[config.mk]
export PLATFORM = sky130hd
export DESIGN_NAME = ab_parallel_merge_flat
export DESIGN_NICKNAME = d
export VERILOG_FILES = /design/src/rtl/ab_merge_pkg.sv /design/src/rtl/ab_parallel_merge_if.sv /design/src/rtl/ab_sat_counter.sv /design/src/rtl/ab_parallel_merge.sv /design/src/flat_wrapper.sv
export SDC_FILE = /design/constraint.sdc
export NUM_CORES = 1
export LEC_CHECK = 0
export CORE_ASPECT_RATIO = 0.75
export CORE_MARGIN = 1
export CORE_UTILIZATION = 36
export DETAILED_ROUTE_END_ITERATION = 7
export HOLD_SLACK_MARGIN = 0.08
export PLACE_DENSITY_LB_ADDON = 0.08
export SETUP_SLACK_MARGIN = 0.2
export SYNTH_ARGS = -nofsm -noshare
export SYNTH_HDL_FRONTEND = slang
export SYNTH_SLANG_ARGS = --single-unit
export TNS_END_PERCENT = 30
[constraint.sdc]
create_clock -name clk -period 1.5 [get_ports clk]
set_input_delay 0.225 -clock clk [delete_from_list [all_inputs] [get_ports clk]]
set_output_delay 0.225 -clock clk [all_outputs]
set_load 0.005 [all_outputs]
[src/rtl/ab_merge_pkg.sv]
// Shared types and default constants for the AB parallel merge stage.
package ab_merge_pkg;

    typedef enum logic [1:0] {
        AGREE    = 2'd0,
        CONFLICT = 2'd1,
        LOCKOUT  = 2'd2
    } merge_state_t;

    localparam int AB_CONFLICT_LIMIT_DEF = 4;
    localparam int AB_HOLD_CYCLES_DEF    = 8;
    localparam int AB_STAT_W_DEF         = 16;

endpackage

[src/rtl/ab_parallel_merge_if.sv]
// Bundle of enforcer inputs and merged outputs for ab_parallel_merge.
interface ab_parallel_merge_if
    import ab_merge_pkg::*;
#(
    parameter int STAT_W = AB_STAT_W_DEF
);
    logic              A_ctp, B_ctp;
    logic              A_ctp_enf_a, B_ctp_enf_a;
    logic              A_ctp_enf_b, B_ctp_enf_b;
    logic              lockout_clear;
    logic              A_ctp_out, B_ctp_out;
    logic              conflict;
    logic              lockout;
    logic [1:0]        merge_state;
    logic [STAT_W-1:0] edit_cnt_a, edit_cnt_b, conflict_cnt;

    modport master (
        output A_ctp, B_ctp, A_ctp_enf_a, B_ctp_enf_a, A_ctp_enf_b, B_ctp_enf_b, lockout_clear,
        input  A_ctp_out, B_ctp_out, conflict, lockout, merge_state,
               edit_cnt_a, edit_cnt_b, conflict_cnt
    );

    modport slave (
        input  A_ctp, B_ctp, A_ctp_enf_a, B_ctp_enf_a, A_ctp_enf_b, B_ctp_enf_b, lockout_clear,
        output A_ctp_out, B_ctp_out, conflict, lockout, merge_state,
               edit_cnt_a, edit_cnt_b, conflict_cnt
    );
endinterface

[src/rtl/ab_sat_counter.sv]
// Saturating up-counter: increments on inc, sticks at all-ones.
module ab_sat_counter #(
    parameter int W = 16
) (
    input  logic         clk,
    input  logic         rst_n,
    input  logic         inc,
    output logic [W-1:0] count
);
    logic [W-1:0] count_q;

    always_ff @(posedge clk or negedge rst_n) begin
        if (!rst_n)                   count_q <= '0;
        else if (inc && count_q != '1) count_q <= count_q + W'(1);
    end

    assign count = count_q;
endmodule

[src/rtl/ab_parallel_merge.sv]
// Conservative AND-merge of two AB enforcers with conflict-run lockout.
// Define AB_MERGE_STATS_EN to build the edit/conflict statistics counters.
module ab_parallel_merge
    import ab_merge_pkg::*;
#(
    parameter int CONFLICT_LIMIT = AB_CONFLICT_LIMIT_DEF,
    parameter int HOLD_CYCLES    = AB_HOLD_CYCLES_DEF,
    parameter int STAT_W         = AB_STAT_W_DEF
) (
    input  logic                clk,
    input  logic                rst_n,
    ab_parallel_merge_if.slave  mrg_if
);
    localparam int RUN_W  = (CONFLICT_LIMIT > 1) ? $clog2(CONFLICT_LIMIT + 1) : 1;
    localparam int HOLD_W = (HOLD_CYCLES > 0) ? $clog2(HOLD_CYCLES + 1) : 1;
    localparam logic [RUN_W-1:0]  RUN_LAST = RUN_W'(CONFLICT_LIMIT - 1);
    localparam logic [HOLD_W-1:0] HOLD_MAX = HOLD_W'(HOLD_CYCLES);

    logic m_a, m_b, c;
    merge_state_t      state_q, state_d;
    logic [RUN_W-1:0]  run_cnt_q, run_cnt_d;
    logic [HOLD_W-1:0] hold_cnt_q, hold_cnt_d;
    logic              a_out_q, a_out_d, b_out_q, b_out_d, conf_q;

    assign m_a = mrg_if.A_ctp_enf_a & mrg_if.A_ctp_enf_b;
    assign m_b = mrg_if.B_ctp_enf_a & mrg_if.B_ctp_enf_b;
    assign c   = (mrg_if.A_ctp_enf_a ^ mrg_if.A_ctp_enf_b) |
                 (mrg_if.B_ctp_enf_a ^ mrg_if.B_ctp_enf_b);

    always_comb begin
        state_d    = state_q;
        run_cnt_d  = run_cnt_q;
        hold_cnt_d = '0;
        case (state_q)
            AGREE: begin
                run_cnt_d = '0;
                if (c) begin
                    run_cnt_d = RUN_W'(1);
                    state_d   = (CONFLICT_LIMIT == 1) ? LOCKOUT : CONFLICT;
                end
            end
            CONFLICT: begin
                if (!c) begin
                    state_d   = AGREE;
                    run_cnt_d = '0;
                end else if (run_cnt_q == RUN_LAST) begin
                    state_d   = LOCKOUT;
                    run_cnt_d = '0;
                end else begin
                    run_cnt_d = run_cnt_q + RUN_W'(1);
                end
            end
            LOCKOUT: begin
                run_cnt_d = '0;
                // A clear that arrives early or alongside a conflict is dropped, not remembered.
                if (mrg_if.lockout_clear && !c && hold_cnt_q == HOLD_MAX)
                    state_d = AGREE;
                else
                    hold_cnt_d = (hold_cnt_q == HOLD_MAX) ? hold_cnt_q : hold_cnt_q + HOLD_W'(1);
            end
            default: begin
                state_d   = LOCKOUT;
                run_cnt_d = '0;
            end
        endcase
        a_out_d = (state_d == LOCKOUT) ? 1'b0 : m_a;
        b_out_d = (state_d == LOCKOUT) ? 1'b0 : m_b;
    end

    always_ff @(posedge clk or negedge rst_n) begin
        if (!rst_n) begin
            state_q    <= AGREE;
            run_cnt_q  <= '0;
            hold_cnt_q <= '0;
            a_out_q    <= 1'b0;
            b_out_q    <= 1'b0;
            conf_q     <= 1'b0;
        end else begin
            state_q    <= state_d;
            run_cnt_q  <= run_cnt_d;
            hold_cnt_q <= hold_cnt_d;
            a_out_q    <= a_out_d;
            b_out_q    <= b_out_d;
            conf_q     <= c;
        end
    end

    assign mrg_if.A_ctp_out   = a_out_q;
    assign mrg_if.B_ctp_out   = b_out_q;
    assign mrg_if.conflict    = conf_q;
    assign mrg_if.lockout     = (state_q == LOCKOUT);
    assign mrg_if.merge_state = state_q;

`ifdef AB_MERGE_STATS_EN
    logic edit_a, edit_b;
    // An edit is any difference between the raw pair and that policy's enforced pair.
    assign edit_a = (mrg_if.A_ctp != mrg_if.A_ctp_enf_a) | (mrg_if.B_ctp != mrg_if.B_ctp_enf_a);
    assign edit_b = (mrg_if.A_ctp != mrg_if.A_ctp_enf_b) | (mrg_if.B_ctp != mrg_if.B_ctp_enf_b);

    ab_sat_counter #(.W(STAT_W)) u_edit_a (
        .clk(clk), .rst_n(rst_n), .inc(edit_a), .count(mrg_if.edit_cnt_a));
    ab_sat_counter #(.W(STAT_W)) u_edit_b (
        .clk(clk), .rst_n(rst_n), .inc(edit_b), .count(mrg_if.edit_cnt_b));
    ab_sat_counter #(.W(STAT_W)) u_conf (
        .clk(clk), .rst_n(rst_n), .inc(c), .count(mrg_if.conflict_cnt));
`else
    logic unused_raw;
    assign unused_raw          = mrg_if.A_ctp ^ mrg_if.B_ctp;
    assign mrg_if.edit_cnt_a   = '0;
    assign mrg_if.edit_cnt_b   = '0;
    assign mrg_if.conflict_cnt = '0;
`endif
endmodule

[src/flat_wrapper.sv]
// flat-port wrapper written by rule: the top's interface ports become plain ports
module ab_parallel_merge_flat import ab_merge_pkg::*;
#(
    parameter int CONFLICT_LIMIT = AB_CONFLICT_LIMIT_DEF,
    parameter int HOLD_CYCLES    = AB_HOLD_CYCLES_DEF,
    parameter int STAT_W         = AB_STAT_W_DEF
)
  (clk, rst_n, mrg_if_A_ctp, mrg_if_B_ctp, mrg_if_A_ctp_enf_a, mrg_if_B_ctp_enf_a, mrg_if_A_ctp_enf_b, mrg_if_B_ctp_enf_b, mrg_if_lockout_clear, mrg_if_A_ctp_out, mrg_if_B_ctp_out, mrg_if_conflict, mrg_if_lockout, mrg_if_merge_state, mrg_if_edit_cnt_a, mrg_if_edit_cnt_b, mrg_if_conflict_cnt);
  ab_parallel_merge_if #(.STAT_W(STAT_W)) mrg_if_i ();
  input  logic clk;
  input  logic rst_n;
  input wire logic [$bits(mrg_if_i.A_ctp)-1:0] mrg_if_A_ctp;
  input wire logic [$bits(mrg_if_i.B_ctp)-1:0] mrg_if_B_ctp;
  input wire logic [$bits(mrg_if_i.A_ctp_enf_a)-1:0] mrg_if_A_ctp_enf_a;
  input wire logic [$bits(mrg_if_i.B_ctp_enf_a)-1:0] mrg_if_B_ctp_enf_a;
  input wire logic [$bits(mrg_if_i.A_ctp_enf_b)-1:0] mrg_if_A_ctp_enf_b;
  input wire logic [$bits(mrg_if_i.B_ctp_enf_b)-1:0] mrg_if_B_ctp_enf_b;
  input wire logic [$bits(mrg_if_i.lockout_clear)-1:0] mrg_if_lockout_clear;
  output wire logic [$bits(mrg_if_i.A_ctp_out)-1:0] mrg_if_A_ctp_out;
  output wire logic [$bits(mrg_if_i.B_ctp_out)-1:0] mrg_if_B_ctp_out;
  output wire logic [$bits(mrg_if_i.conflict)-1:0] mrg_if_conflict;
  output wire logic [$bits(mrg_if_i.lockout)-1:0] mrg_if_lockout;
  output wire logic [$bits(mrg_if_i.merge_state)-1:0] mrg_if_merge_state;
  output wire logic [$bits(mrg_if_i.edit_cnt_a)-1:0] mrg_if_edit_cnt_a;
  output wire logic [$bits(mrg_if_i.edit_cnt_b)-1:0] mrg_if_edit_cnt_b;
  output wire logic [$bits(mrg_if_i.conflict_cnt)-1:0] mrg_if_conflict_cnt;
  assign mrg_if_i.A_ctp = mrg_if_A_ctp;
  assign mrg_if_i.B_ctp = mrg_if_B_ctp;
  assign mrg_if_i.A_ctp_enf_a = mrg_if_A_ctp_enf_a;
  assign mrg_if_i.B_ctp_enf_a = mrg_if_B_ctp_enf_a;
  assign mrg_if_i.A_ctp_enf_b = mrg_if_A_ctp_enf_b;
  assign mrg_if_i.B_ctp_enf_b = mrg_if_B_ctp_enf_b;
  assign mrg_if_i.lockout_clear = mrg_if_lockout_clear;
  assign mrg_if_A_ctp_out = mrg_if_i.A_ctp_out;
  assign mrg_if_B_ctp_out = mrg_if_i.B_ctp_out;
  assign mrg_if_conflict = mrg_if_i.conflict;
  assign mrg_if_lockout = mrg_if_i.lockout;
  assign mrg_if_merge_state = mrg_if_i.merge_state;
  assign mrg_if_edit_cnt_a = mrg_if_i.edit_cnt_a;
  assign mrg_if_edit_cnt_b = mrg_if_i.edit_cnt_b;
  assign mrg_if_conflict_cnt = mrg_if_i.conflict_cnt;
  ab_parallel_merge #(.CONFLICT_LIMIT(CONFLICT_LIMIT), .HOLD_CYCLES(HOLD_CYCLES), .STAT_W(STAT_W)) u_core (.clk(clk), .rst_n(rst_n), .mrg_if(mrg_if_i));
endmodule
==> flow_summary_export.csv, run 1 <==
group,metric,value,unit
synth,ys_seq_elements,12,
critical_path,slowest_stage,"or3b_4",
timing,fin_skew,0.000788,ns
critical_path,crit_path_max_incr_delay,0.39,ns
placed_design,hpwl,1.09,mm
cells_and_area,area_delta_synth_final,16.2,%
critical_path,reg2reg_setup_slack,0.24,ns
placed_design,gp_congestion,0.734,
synth,synth_area_per_cell,9.40,sq um
floorplan,die_w,61.6,microns
clock_network,cts_max_level,1,
timing,period_share,0.880,
grt,grtUsageTotal,0.106,
grt,antenna_found_initial,0,
synth,yosysSeqAreaShare,0.313,
timing,drv_slew,0,
critical_path,timing.rr.end,"u_core.mrg_if.A_ctp_out",
cells_and_area,final_cell_area,1110,sq um
timing,rsz0062_at_grt,"true",
floorplan,core,2400,sq um
cells_and_area,n_antenna_cell,0,
power,power.share.combinational,0.508,
routing,wl_per_cell,9.20,microns
clock_network,cts_buffer_depth,2,
critical_path,crit_buf_inv,1,
clock_network,clkLatencyLatePin,0.28,ns
floorplan,initial_core_util,0.399,
power,p_int,997,uW
placed_design,numPortBuffers,12,
clock_network,path_clk_slew,0.08,ns
power,clkPwrFrac,0.175,
clock_network,cts_root_buf,"clkbuf_4",
timing,period_needed,1.32,ns
floorplan,row_count,15,
flow_run,cap_violations,0,
critical_path,cp.depth,5,
critical_path,r2r_cells,5,
critical_path,worst-path-max-fanout,4,
critical_path,critPathCaptureType,"flip-flop",
synth,syn_inst,102,
power,seq_power_share,0.317,
grt,grt_pass1_vias,449,
grt,grt-ovfl-total,0,
clock_network,cts_tree,"done",
timing,setup_viol,0,
timing,max_freq,757,MHz
cells_and_area,final_util,0.464,
power,leakage,0.000600,uW
critical_path,arrival,1.51,ns
cells_and_area,nNetsFinal,144,
timing,holdWs,0.246,ns
power,p_switching,523,uW
critical_path,crit_chain,"clkdlybuf4s15_1 -> ha_4 -> or3b_4 -> o21a_1 -> a211oi_2",
timing,hold_violations,0,
floorplan,boundaryPins,63,
worst_hold_path,holdCritPathClass,"input port to async pin",
critical_path,cp.required,1.69,ns
routing,drt_iter0_drc,10,
clock_network,clkSinkCount,12,
floorplan,fp.dieArea,2870,sq um
placed_design,dpl_cell_area,1000,sq um
cells_and_area,final_common_cell,"conb_1",
outcome,status,"finished clean",
grt,grt_max_degree,13,
critical_path,critical_path_class,"input port to flip-flop",
routing,antenna_left,0,
power,p_sw_frac,0.344,
routing,totalWireLength,1.50,mm
critical_path,start_kind,"input port",
critical_path,rr_startpoint,"u_core.hold_cnt_q[1]",
floorplan,die_h,46.7,microns
routing,first_pass_iters,4,
cells_and_area,final_cell_mix,"conb_1, dfrtp_1, buf_4, dlygate4sd2_1",
critical_path,path_delay_family,"compound AO/OA/AOI/OAI gates",
cells_and_area,drive_above_1_share,0.202,
synth,synthDistinctLibCells,26,
clock_network,cts_hold_buf,0,
power,p_per_area,1370,nW/um^2
clock_network,cts_buffers,3,
synth,synth_area,958,sq um
grt,grt_pass1_wl,2.02,mm
cells_and_area,nFillCells,230,
routing,drc,0,
power,ir_worst_vdd,0.378,mV
routing,vias,609,
routing,viasPerCell,3.74,
synth,ys_warn_count,0,
## layer usage
metal,up-vias,routed length (microns),track usage
met2,44,615,0.131
met3,4,133,0.0393
met5,-,0,0
met1,272,725,0.144
met4,0,25,0.0800
li1,289,-,-
## flip-flops by register name, indices dropped and copies added, names as in the netlist
name                       cells
u_core.mrg_if.merge_state      2
u_core.mrg_if.B_ctp_out        1
u_core.hold_cnt_q              4
u_core.mrg_if.A_ctp_out        1
u_core.run_cnt_q               3
u_core.mrg_if.conflict         1
## final cells by class
type	count	area [sq um]	area share
multi-input cells	84	507	0.455
flip-flops and latches	12	300	0.270
repair buffers	24	209	0.188
well taps	34	42.5	0.0382
clock buffers	4	36.3	0.0326
inverters	5	18.8	0.0169
## worst max-delay path by stage
stage                                            start                      endpoint  slack, ns
after detailed placement            mrg_if_A_ctp_enf_b       u_core.mrg_if.B_ctp_out      -0.38
final                               mrg_if_A_ctp_enf_b       u_core.mrg_if.A_ctp_out       0.18
after floorplan                     mrg_if_A_ctp_enf_b  u_core.mrg_if.merge_state[1]       0.16
after global placement              mrg_if_A_ctp_enf_b  u_core.mrg_if.merge_state[1]      -0.39
after global routing      u_core.mrg_if.merge_state[0]                mrg_if_lockout       0.15
after CTS                 u_core.mrg_if.merge_state[0]         mrg_if_merge_state[0]       0.19
## synth_stat cells, drive strengths merged
master / count / share of area
a21o: 1 / 0.0091
or3b: 1 / 0.012
a21oi: 1 / 0.0052
xor2: 1 / 0.0091
xnor2: 1 / 0.0091
nand3b: 3 / 0.023
a211oi: 3 / 0.023
ha: 5 / 0.065
nand3: 1 / 0.0052
inv: 5 / 0.020
nor2b: 2 / 0.013
and4: 1 / 0.0091
o21bai: 1 / 0.0078
conb: 1 / 0.0039
o21ai: 2 / 0.010
nand2: 1 / 0.0039
and3b: 1 / 0.0091
dfrtp: 12 / 0.31
nand2b: 2 / 0.013
a41o: 1 / 0.010
and2: 1 / 0.0065
buf: 48 / 0.38
and4b: 1 / 0.010
a21boi: 1 / 0.0078
nor2: 4 / 0.016
o21a: 1 / 0.0078
## worst reg2reg max path, stage by stage (launching register included)
cell and delay (ns):
dfrtp_1 0.41, inv_1 0.10, ha_4 0.14, nand3b_1 0.09, o21a_1 0.22, a211oi_2 0.22
## kinds of logic (layout without fill, tap and decap cells)
family,after synthesis,in the layout,share of synthesized area
and+or+nand+nor,18,18,0.121
DFF,12,12,0.313
buffers and inverters,53,33,0.396
adders and majority gates,5,5,0.0653
AOI/OAI and AO/OA,11,11,0.0823
xor gates and xnor gates,2,2,0.0183
other,1,48,0.00391
## stage by stage
| step | total power (uW) | setup WS, ns | std cells | setup TNS (ns) |
|---|---|---|---|---|
| after floorplan | 906 | 0.161 | 149 | 0 |
| after global placement | 1080 | -0.386 | 152 | -2.38 |
| after detailed placement | 1080 | -0.384 | 152 | -2.18 |
| after CTS | 1370 | 0.189 | 158 | 0 |
| after global routing | 1650 | 0.147 | 163 | 0 |
| final | 1520 | 0.180 | 163 | 0 |
## power groups by stage
stage | clock network (uW) | logic, uW | registers, uW
CTS | 272 | 622 | 476
finish | 266 | 772 | 482
global route | 286 | 870 | 491
floorplan | 0 | 416 | 491
detailed placement | 0 | 592 | 485
global placement | 0 | 597 | 484
## what timing repair did
item,4_1_cts,5_1_grt
pin swaps,1,2
setup buffers,2,5
gates cloned,0,0
setup endpoints to repair,12,9
resized for setup,15,12
No activity file was read; power rests on OpenSTA's default activity.
==> run 2, diff against run 1 <==
--- a/config.mk
+++ b/config.mk
@@ -5,7 +5,7 @@
 export SDC_FILE = /design/constraint.sdc
 export NUM_CORES = 1
 export LEC_CHECK = 0
-export CORE_ASPECT_RATIO = 0.75
+export CORE_ASPECT_RATIO = 0.5
 export CORE_MARGIN = 1
 export CORE_UTILIZATION = 36
 export DETAILED_ROUTE_END_ITERATION = 7
==> flow_summary_export.csv, run 2 (synthesized netlist as in run 1, its figures left out) <==
group,metric,value,unit
placed_design,numPortBuffers,12,
floorplan,core,2360,sq um
timing,period_share,0.880,
timing,holdWs,0.277,ns
cells_and_area,nNetsFinal,140,
grt,antenna_found_initial,0,
critical_path,start_kind,"input port",
floorplan,fp.dieArea,2890,sq um
timing,drv_slew,0,
clock_network,clkLatencyLatePin,0.24,ns
placed_design,hpwl,1.12,mm
clock_network,cts_root_buf,"clkbuf_8",
cells_and_area,top_register,"u_core.hold_cnt_q",
clock_network,cts_tree,"done",
timing,period_needed,1.32,ns
routing,drt_iter0_drc,4,
clock_network,cts_buffer_depth,2,
cells_and_area,final_common_cell,"conb_1",
cells_and_area,drive_above_1_share,0.184,
clock_network,cts_buffers,3,
worst_hold_path,holdCritPathClass,"input port to async pin",
power,leakage,0.000571,uW
floorplan,die_h,38.5,microns
critical_path,cp.required,1.63,ns
power,p_per_area,1350,nW/um^2
power,seq_power_share,0.326,
timing,fin_skew,0.00123,ns
clock_network,clkSinkCount,12,
power,power.share.combinational,0.429,
routing,first_pass_iters,2,
cells_and_area,final_cell_mix,"conb_1, dfrtp_1, buf_4, inv_1, dlygate4sd2_1",
clock_network,path_clk_slew,0.06,ns
power,p_switching,489,uW
grt,grt_max_degree,13,
critical_path,worst-path-max-fanout,3,
critical_path,critPathCaptureType,"flip-flop",
routing,drc,0,
routing,vias,599,
routing,antenna_left,0,
power,clkPwrFrac,0.245,
power,ir_worst_vdd,0.492,mV
placed_design,gp_congestion,0.678,
grt,grt-ovfl-total,0,
cells_and_area,final_util,0.458,
power,p_sw_frac,0.335,
routing,viasPerCell,3.74,
cells_and_area,largest_register_ff_count,4,
flow_run,cap_violations,0,
routing,wl_per_cell,8.88,microns
routing,totalWireLength,1.42,mm
timing,hold_violations,0,
floorplan,boundaryPins,63,
floorplan,initial_core_util,0.407,
timing,max_freq,757,MHz
floorplan,row_count,12,
floorplan,die_w,75.0,microns
clock_network,cts_max_level,1,
timing,rsz0062_at_grt,"true",
critical_path,critical_path_class,"input port to flip-flop",
timing,setup_viol,0,
cells_and_area,area_delta_synth_final,12.5,%
power,p_int,972,uW
cells_and_area,n_antenna_cell,0,
critical_path,arrival,1.45,ns
outcome,status,"finished clean",
grt,grtUsageTotal,0.114,
grt,grt_pass1_vias,491,
grt,grt_pass1_wl,2.22,mm
[run 2: final timing paths]
kind,endpoint,start,cells past startpoint,slack (ns)
setup / recovery,u_core.mrg_if.merge_state[1],mrg_if_A_ctp_enf_a,5,0.18
hold / removal,u_core.mrg_if.merge_state[0],rst_n,2,0.28
setup reg to reg,u_core.mrg_if.merge_state[1],u_core.hold_cnt_q[1],5,0.20
min in group clk,u_core.mrg_if.A_ctp_out,mrg_if_A_ctp_enf_b,4,0.36
hold reg to reg,u_core.mrg_if.merge_state[0],u_core.mrg_if.merge_state[1],2,0.55
max in group asynchronous,u_core.mrg_if.conflict,rst_n,2,1.07
[run 2: layout make-up]
type / instances / area, sq um
multi-input cells: 84 / 493
flip-flops and latches: 12 / 300
repair buffers: 20 / 168
well taps: 35 / 43.8
fillers: 245 / 1280
inverters: 5 / 18.8
clock buffers: 4 / 55.1
[run 2: power by group through the flow]
stage                     Sequential (uW)  Clock, uW  Combinational, uW
after global routing                  491        388                715
after CTS                             476        368                625
final                                 477        357                627
after global placement                480          0                599
after floorplan                       491          0                416
after detailed placement              483          0                597
[run 2: critical path, cell delays in order]
cell             delay, ns
clkdlybuf4s15_2       0.20
ha_4                  0.21
or3b_4                0.39
o21a_1                0.24
a21o_2                0.19
[run 2: metrics by stage]
stage                     total power [uW]  instances  instance area, sq um  setup TNS (ns)  setup WS (ns)
after floorplan                        906        149                  1160               0          0.161
after CTS                             1470        160                  1080               0          0.202
after global routing                  1590        160                  1080               0          0.119
after global placement                1080        154                  1010           -2.28         -0.390
after detailed placement              1080        154                  1010           -2.30         -0.392
final                                 1460        160                  1080               0          0.180
[run 2: what timing repair did]
item,in CTS,in global routing
setup endpoints to repair,13,10
endpoints found under the hold margin,0,0
buffers inserted,2,0
pin swaps,4,1
hold buffers,0,0
resized for setup,25,1
[run 2: metal layers]
metal,up-vias,part of all wire,global-route usage
met1,272,0.45,0.137
li1,280,-,-
met3,2,0.10,0.0553
met2,45,0.43,0.171
met4,0,0.017,0.0566
met5,-,0,0
==> variant 1 (flow settings as in run 1) <==
Change the package constant `AB_STAT_W_DEF` from 16 to 32.
--- a/src/rtl/ab_merge_pkg.sv
+++ b/src/rtl/ab_merge_pkg.sv
@@ -9,7 +9,7 @@
 
     localparam int AB_CONFLICT_LIMIT_DEF = 4;
     localparam int AB_HOLD_CYCLES_DEF    = 8;
-    localparam int AB_STAT_W_DEF         = 16;
+    localparam int AB_STAT_W_DEF         = 32;
 
 endpackage
 
Ports: changed (resized mrg_if_conflict_cnt, mrg_if_edit_cnt_a and mrg_if_edit_cnt_b); port bits go from 63 to 111. No check against the original RTL was run, so the function may have changed too.
==> variant 1 against run 1 <==
- area after synthesis rose by 38%
- worst setup slack improved by 0.034 ns
- count of clock-buffer cells in the layout unchanged
- design area rose by 20%
- synthesized cell count is 47% higher
- register-to-register slack hardly changed
- routed wire length up 16%
- sequential cell count stayed put
- total power grew 7.2%
- final cell count is 39% higher
- largest cell class unchanged
- highest routed layer unchanged
==> variant 1: results (changes against run 1) <==
Clock tree
  • Clock slew at reported path FFs: 0.05 ns (-0.03 ns)
  • Root Buffer: clkbuf_8
  • Clk Latency, worst-skew pair: 0.24 ns (-0.04 ns)

Setup path
  • Worst EP arrival: 1.44 ns (-0.07 ns)
  • R2R Path Start: u_core.hold_cnt_q[0]
  • Worst setup startpoint: mrg_if_B_ctp_enf_b
  • Crit-path max FO: 3 (-1)

Route
  • Metal1 wirelength: 699 um (-3.6%)
  • Top sig layer: met4
  • Vias/cell: 3.16 (-15%)
  • WL met3: 163 um (+23%)
  • Total detailed-routing wirelength: 1740 um (+16%)
  • TritonRoute pass-1 iters: 2 (-2)
  • Met2 routed WL: 847 um (+38%)
  • DR iter-0 viols: 31 (+21)

STA
  • Final setup margin: 0.214 ns (+0.0343 ns)
  • Final worst clock skew: 0.00251 ns (+0.00172 ns)

Placement
  • DP Wirelength: 1380 um (+27%)
  • Pre-CTS WS: -0.453 ns (-0.0689 ns)
  • Routability cong.: 0.721 (-1.8%)

Pwr
  • Leakage power: 0.745 nW (+24%)
  • Internal cell power: 1.07 mW (+7.2%)
  • Worst vdd ir: 0.455 mV (+20%)

Global route
  • First-pass GRT wire length: 2460 um (+22%)
  • Number of global-route vias before repair: 525 (+17%)
  • GRT Util Overall: 8.66% (-1.9 points)

Final layout
  • Fill cells: 348 (+51%)
  • Layout cell share with drive strength beyond 1: 17.0% (-3.1 points)

Yosys
  • Seq/Total Area, Yosys: 22.8% (-8.6 points)
  • Area contributors post-synth: buf_4, dfrtp_1, ha_1, a211oi_1, nand3b_1
  • Synth cell count leaders: buf_4, dfrtp_1, ha_1, inv_1, nor2_1

Run status
  • Status: completed

Worst hold path
  • Min-Delay Path Class: input pin to asynchronous set/reset pin
## variant 1: cell types whose count changed after synthesis, sizes merged
| cell | before | now |
|---|---|---|
| buf | 48 | 96 |
## variant 1: critical path, stage by stage
cell      delay (ns)
buf_2           0.12
ha_4            0.23
or3b_4          0.41
o21a_4          0.24
a211oi_4        0.21
## variant 1: cell families after synthesis
group           count (synthesis)  share of synthesized area (%)
compound gates                 11                           5.98
simple gates                   18                           8.82
fa+ha+maj                       5                           4.74
other cells                     1                          0.284
buf+inv                       101                           56.1
flops                          12                           22.8
xor+xnor                        2                           1.33
## variant 1: metal layers
metal,GRT usage [%],vias up
li1,-,334
met1,10.3,317
met2,14.6,61
met3,2.21,2
met4,4.90,0
met5,0,-
## variant 1: cell type report
cell class	count	share of cell area, %
inverter	5	1.41
sequential	12	22.5
timing repair buffer	23	14.0
clock buffer	4	4.13
multi-input combinational	132	53.2
tap	50	4.69
## variant 1: power by group through the flow
stage / clock network [mW] / logic (mW) / registers [mW]
2_1_floorplan: 0 / 0.532 / 0.491
3_3_place_gp: 0 / 0.631 / 0.480
3_5_place_dp: 0 / 0.630 / 0.478
4_1_cts: 0.357 / 0.637 / 0.482
5_1_grt: 0.377 / 0.904 / 0.493
6_report: 0.347 / 0.802 / 0.481
## variant 1: what timing repair did
item,4_1_cts,5_1_grt
pin swaps,4,2
endpoints found under the setup margin,10,9
buffers inserted,1,5
gates resized for setup,25,7
## variant 1: metrics by stage
stage	cells	hold slack, ns	cell area (um2)	util (%)
3_5_place_dp	216	0.549	1200	35.3
4_1_cts	221	0.303	1260	37.2
6_report	226	0.302	1330	39.2
3_3_place_gp	216	0.540	1200	35.3
2_1_floorplan	245	-0.0706	1700	-
5_1_grt	226	0.334	1330	39.2
==> variant 2 (settings of run 1) <==
Made on the original files. One comparison of `hold_cnt_q` changes from == to >=.
--- a/src/rtl/ab_parallel_merge.sv
+++ b/src/rtl/ab_parallel_merge.sv
@@ -53,7 +53,7 @@
             LOCKOUT: begin
                 run_cnt_d = '0;
                 // A clear that arrives early or alongside a conflict is dropped, not remembered.
-                if (mrg_if.lockout_clear && !c && hold_cnt_q == HOLD_MAX)
+                if (mrg_if.lockout_clear && !c && hold_cnt_q >= HOLD_MAX)
                     state_d = AGREE;
                 else
                     hold_cnt_d = (hold_cnt_q == HOLD_MAX) ? hold_cnt_q : hold_cnt_q + HOLD_W'(1);
Formal check against the unedited RTL: no difference found for any inputs over 10 cycles, from zero or initial values and one cycle with rst_n low; that may be too few to reach the edited logic, so the function may still have changed.
==> variant 2 against run 1 <==
- register-to-register slack gained 0.02 ns
- final cell count shrank 5.5%
- sequential cell count is the same
- total power shrank 24%
- area after synthesis shrank 2.9%
- routed wire length shrank 17%
- sequential power shrank 9.8%
- count of clock-buffer cells in the layout is the same
- fmax grew 1.2%
- die area shrank 2.8%
- worst setup slack gained 0.016 ns
- design area shrank 6.1%
- highest routed layer unchanged
==> variant 2: results (changes against run 1) <==
Global route
  • Initial antenna violation count: 0 (unchanged)
  • Number of global-route vias before repair: 404 (-10%)
  • Largest net degree at the start of global routing: 13 (unchanged)
  • First-pass GRT wire length: 1900 um (-6.1%)
  • GRT Util Overall: 9.93% (-0.63 points)

Route
  • Top sig layer: met4
  • TritonRoute pass-1 iters: 4 (unchanged)
  • Vias/cell: 3.47 (-7.2%)
  • Met2 routed WL: 511 um (-17%)
  • DR iter-0 viols: 6 (-4)
  • Metal1 wirelength: 591 um (-18%)
  • WL met3: 122 um (-8.3%)
  • Wirelength per Cell: 8.06 um (-12%)

Setup path
  • Crit-path max cell delay: 0.49 ns (+0.10 ns)
  • Critical path's slowest cell: clkdlybuf4s50_1
  • Top cell family by delay on the critical path: buffers and inverters
  • Worst EP arrival: 1.08 ns (-0.43 ns)
  • Crit-path max FO: 1 (-3)

Pwr
  • Worst vdd ir: 0.526 mV (+39%)
  • Net Sw Power: 0.362 mW (-31%)
  • Leakage power: 0.590 nW (-1.7%)

Placement
  • PortBufs: 12 (unchanged)
  • Pre-CTS WS: -0.169 ns (+0.215 ns)
  • DP Wirelength: 958 um (-12%)
  • Routability cong.: 0.695 (-5.4%)

STA
  • Final worst clock skew: 0.00478 ns (+0.00399 ns)

Clock tree
  • H-Tree Depth: 1 (unchanged)
  • Clock buffer depth: 2 (unchanged)
  • Clk Latency, worst-skew pair: roughly 0.27 ns
  • CTS buffer count: 3 (unchanged)
  • Root Buffer: clkbuf_4
  • Clock slew at reported path FFs: 0.08 ns (about the same)

Worst hold path
  • Min-Delay Path Class: input pin to asynchronous set/reset pin

Final layout
  • Fill cells: 237 (+3.0%)
  • Max reg flops: 4 (unchanged)
  • Antenna diode count: 0 (unchanged)
  • Layout cell share with drive strength beyond 1: 17.5% (-2.7 points)
  • Largest Register: u_core.hold_cnt_q
  • Fin nets: 135 (-6.3%)

Yosys
  • Fraction of registers with async set/reset: 100% (unchanged)
  • Area contributors post-synth: buf_4, dfrtp_1, ha_1, o211a_1, o21ai_4
  • Seq/Total Area, Yosys: 32.3% (+0.93 points)
  • Main flop type after synthesis: dfrtp_1
  • Synth cell count leaders: buf_4, dfrtp_1, ha_1, nor2_1, inv_1
  • YS warnings: 0 (unchanged)
  • Netlist cell types: 25 (-3.8%)

Run status
  • Status: completed
variant 2: metrics by stage:
step | std cells | power [mW] | utilization (%) | instance area [um2]
final | 154 | 1.15 | 44.2 | 1050
after global routing | 154 | 1.25 | 44.2 | 1050
after CTS | 153 | 1.12 | 42.2 | 998
after detailed placement | 146 | 0.825 | 39.7 | 940
after global placement | 146 | 0.828 | 39.7 | 940
after floorplan | 144 | 0.732 | - | 1110
variant 2: cells by family after synthesis:
family                   share of synthesized area, %
XOR/XNOR                                         1.88
multiplexers                                     1.08
adder cells (fa/ha/maj)                          6.72
other                                           0.403
flip-flops                                       32.3
AND/OR/NAND/NOR                                  10.5
buffers and inverters                            40.3
AO/OA/AOI/OAI                                    6.86
variant 2: final cells by class:
class	instances	area, um2	share of cell area (%)
inverter	4	15.0	1.44
multi-input combinational	80	465	44.5
timing repair buffer	20	186	17.8
clock buffer	4	36.3	3.47
tap	34	42.5	4.07
sequential	12	300	28.7
variant 2: final timing paths:
| kind | depth (start not counted) | slack [ns] | from | end |
|---|---|---|---|---|
| setup / recovery | 1 | 0.20 | u_core.mrg_if.B_ctp_out | mrg_if_B_ctp_out |
| hold / removal | 2 | 0.25 | rst_n | u_core.mrg_if.merge_state[0] |
| setup reg to reg | 4 | 0.26 | u_core.run_cnt_q[0] | u_core.mrg_if.A_ctp_out |
| hold reg to reg | 1 | 0.57 | u_core.run_cnt_q[2] | u_core.run_cnt_q[2] |
| max in group asynchronous | 2 | 1.09 | rst_n | u_core.hold_cnt_q[1] |
| min in group clk | 3 | 0.37 | mrg_if_B_ctp_enf_b | u_core.mrg_if.B_ctp_out |
variant 2: routing by layer:
| layer | up-vias | global-route usage (%) |
|---|---|---|
| met3 | 2 | 4.26 |
| met2 | 44 | 13.6 |
| met4 | 0 | 4.09 |
| met5 | - | 0 |
| met1 | 231 | 13.5 |
| li1 | 257 | - |
variant 2: power groups by stage:
stage | Combinational [mW] | Clock (mW) | Sequential [mW]
after floorplan | 0.281 | 0 | 0.450
after global placement | 0.382 | 0 | 0.445
after detailed placement | 0.379 | 0 | 0.446
after CTS | 0.423 | 0.267 | 0.430
after global routing | 0.526 | 0.277 | 0.444
final | 0.466 | 0.253 | 0.435
variant 2: timing repair:
| action | CTS | global route |
|---|---|---|
| setup buffers | 3 | 1 |
| endpoints found under the setup margin | 13 | 15 |
| cloned | 0 | 0 |
| pin swaps | 0 | 5 |
| resized for setup | 4 | 14 |
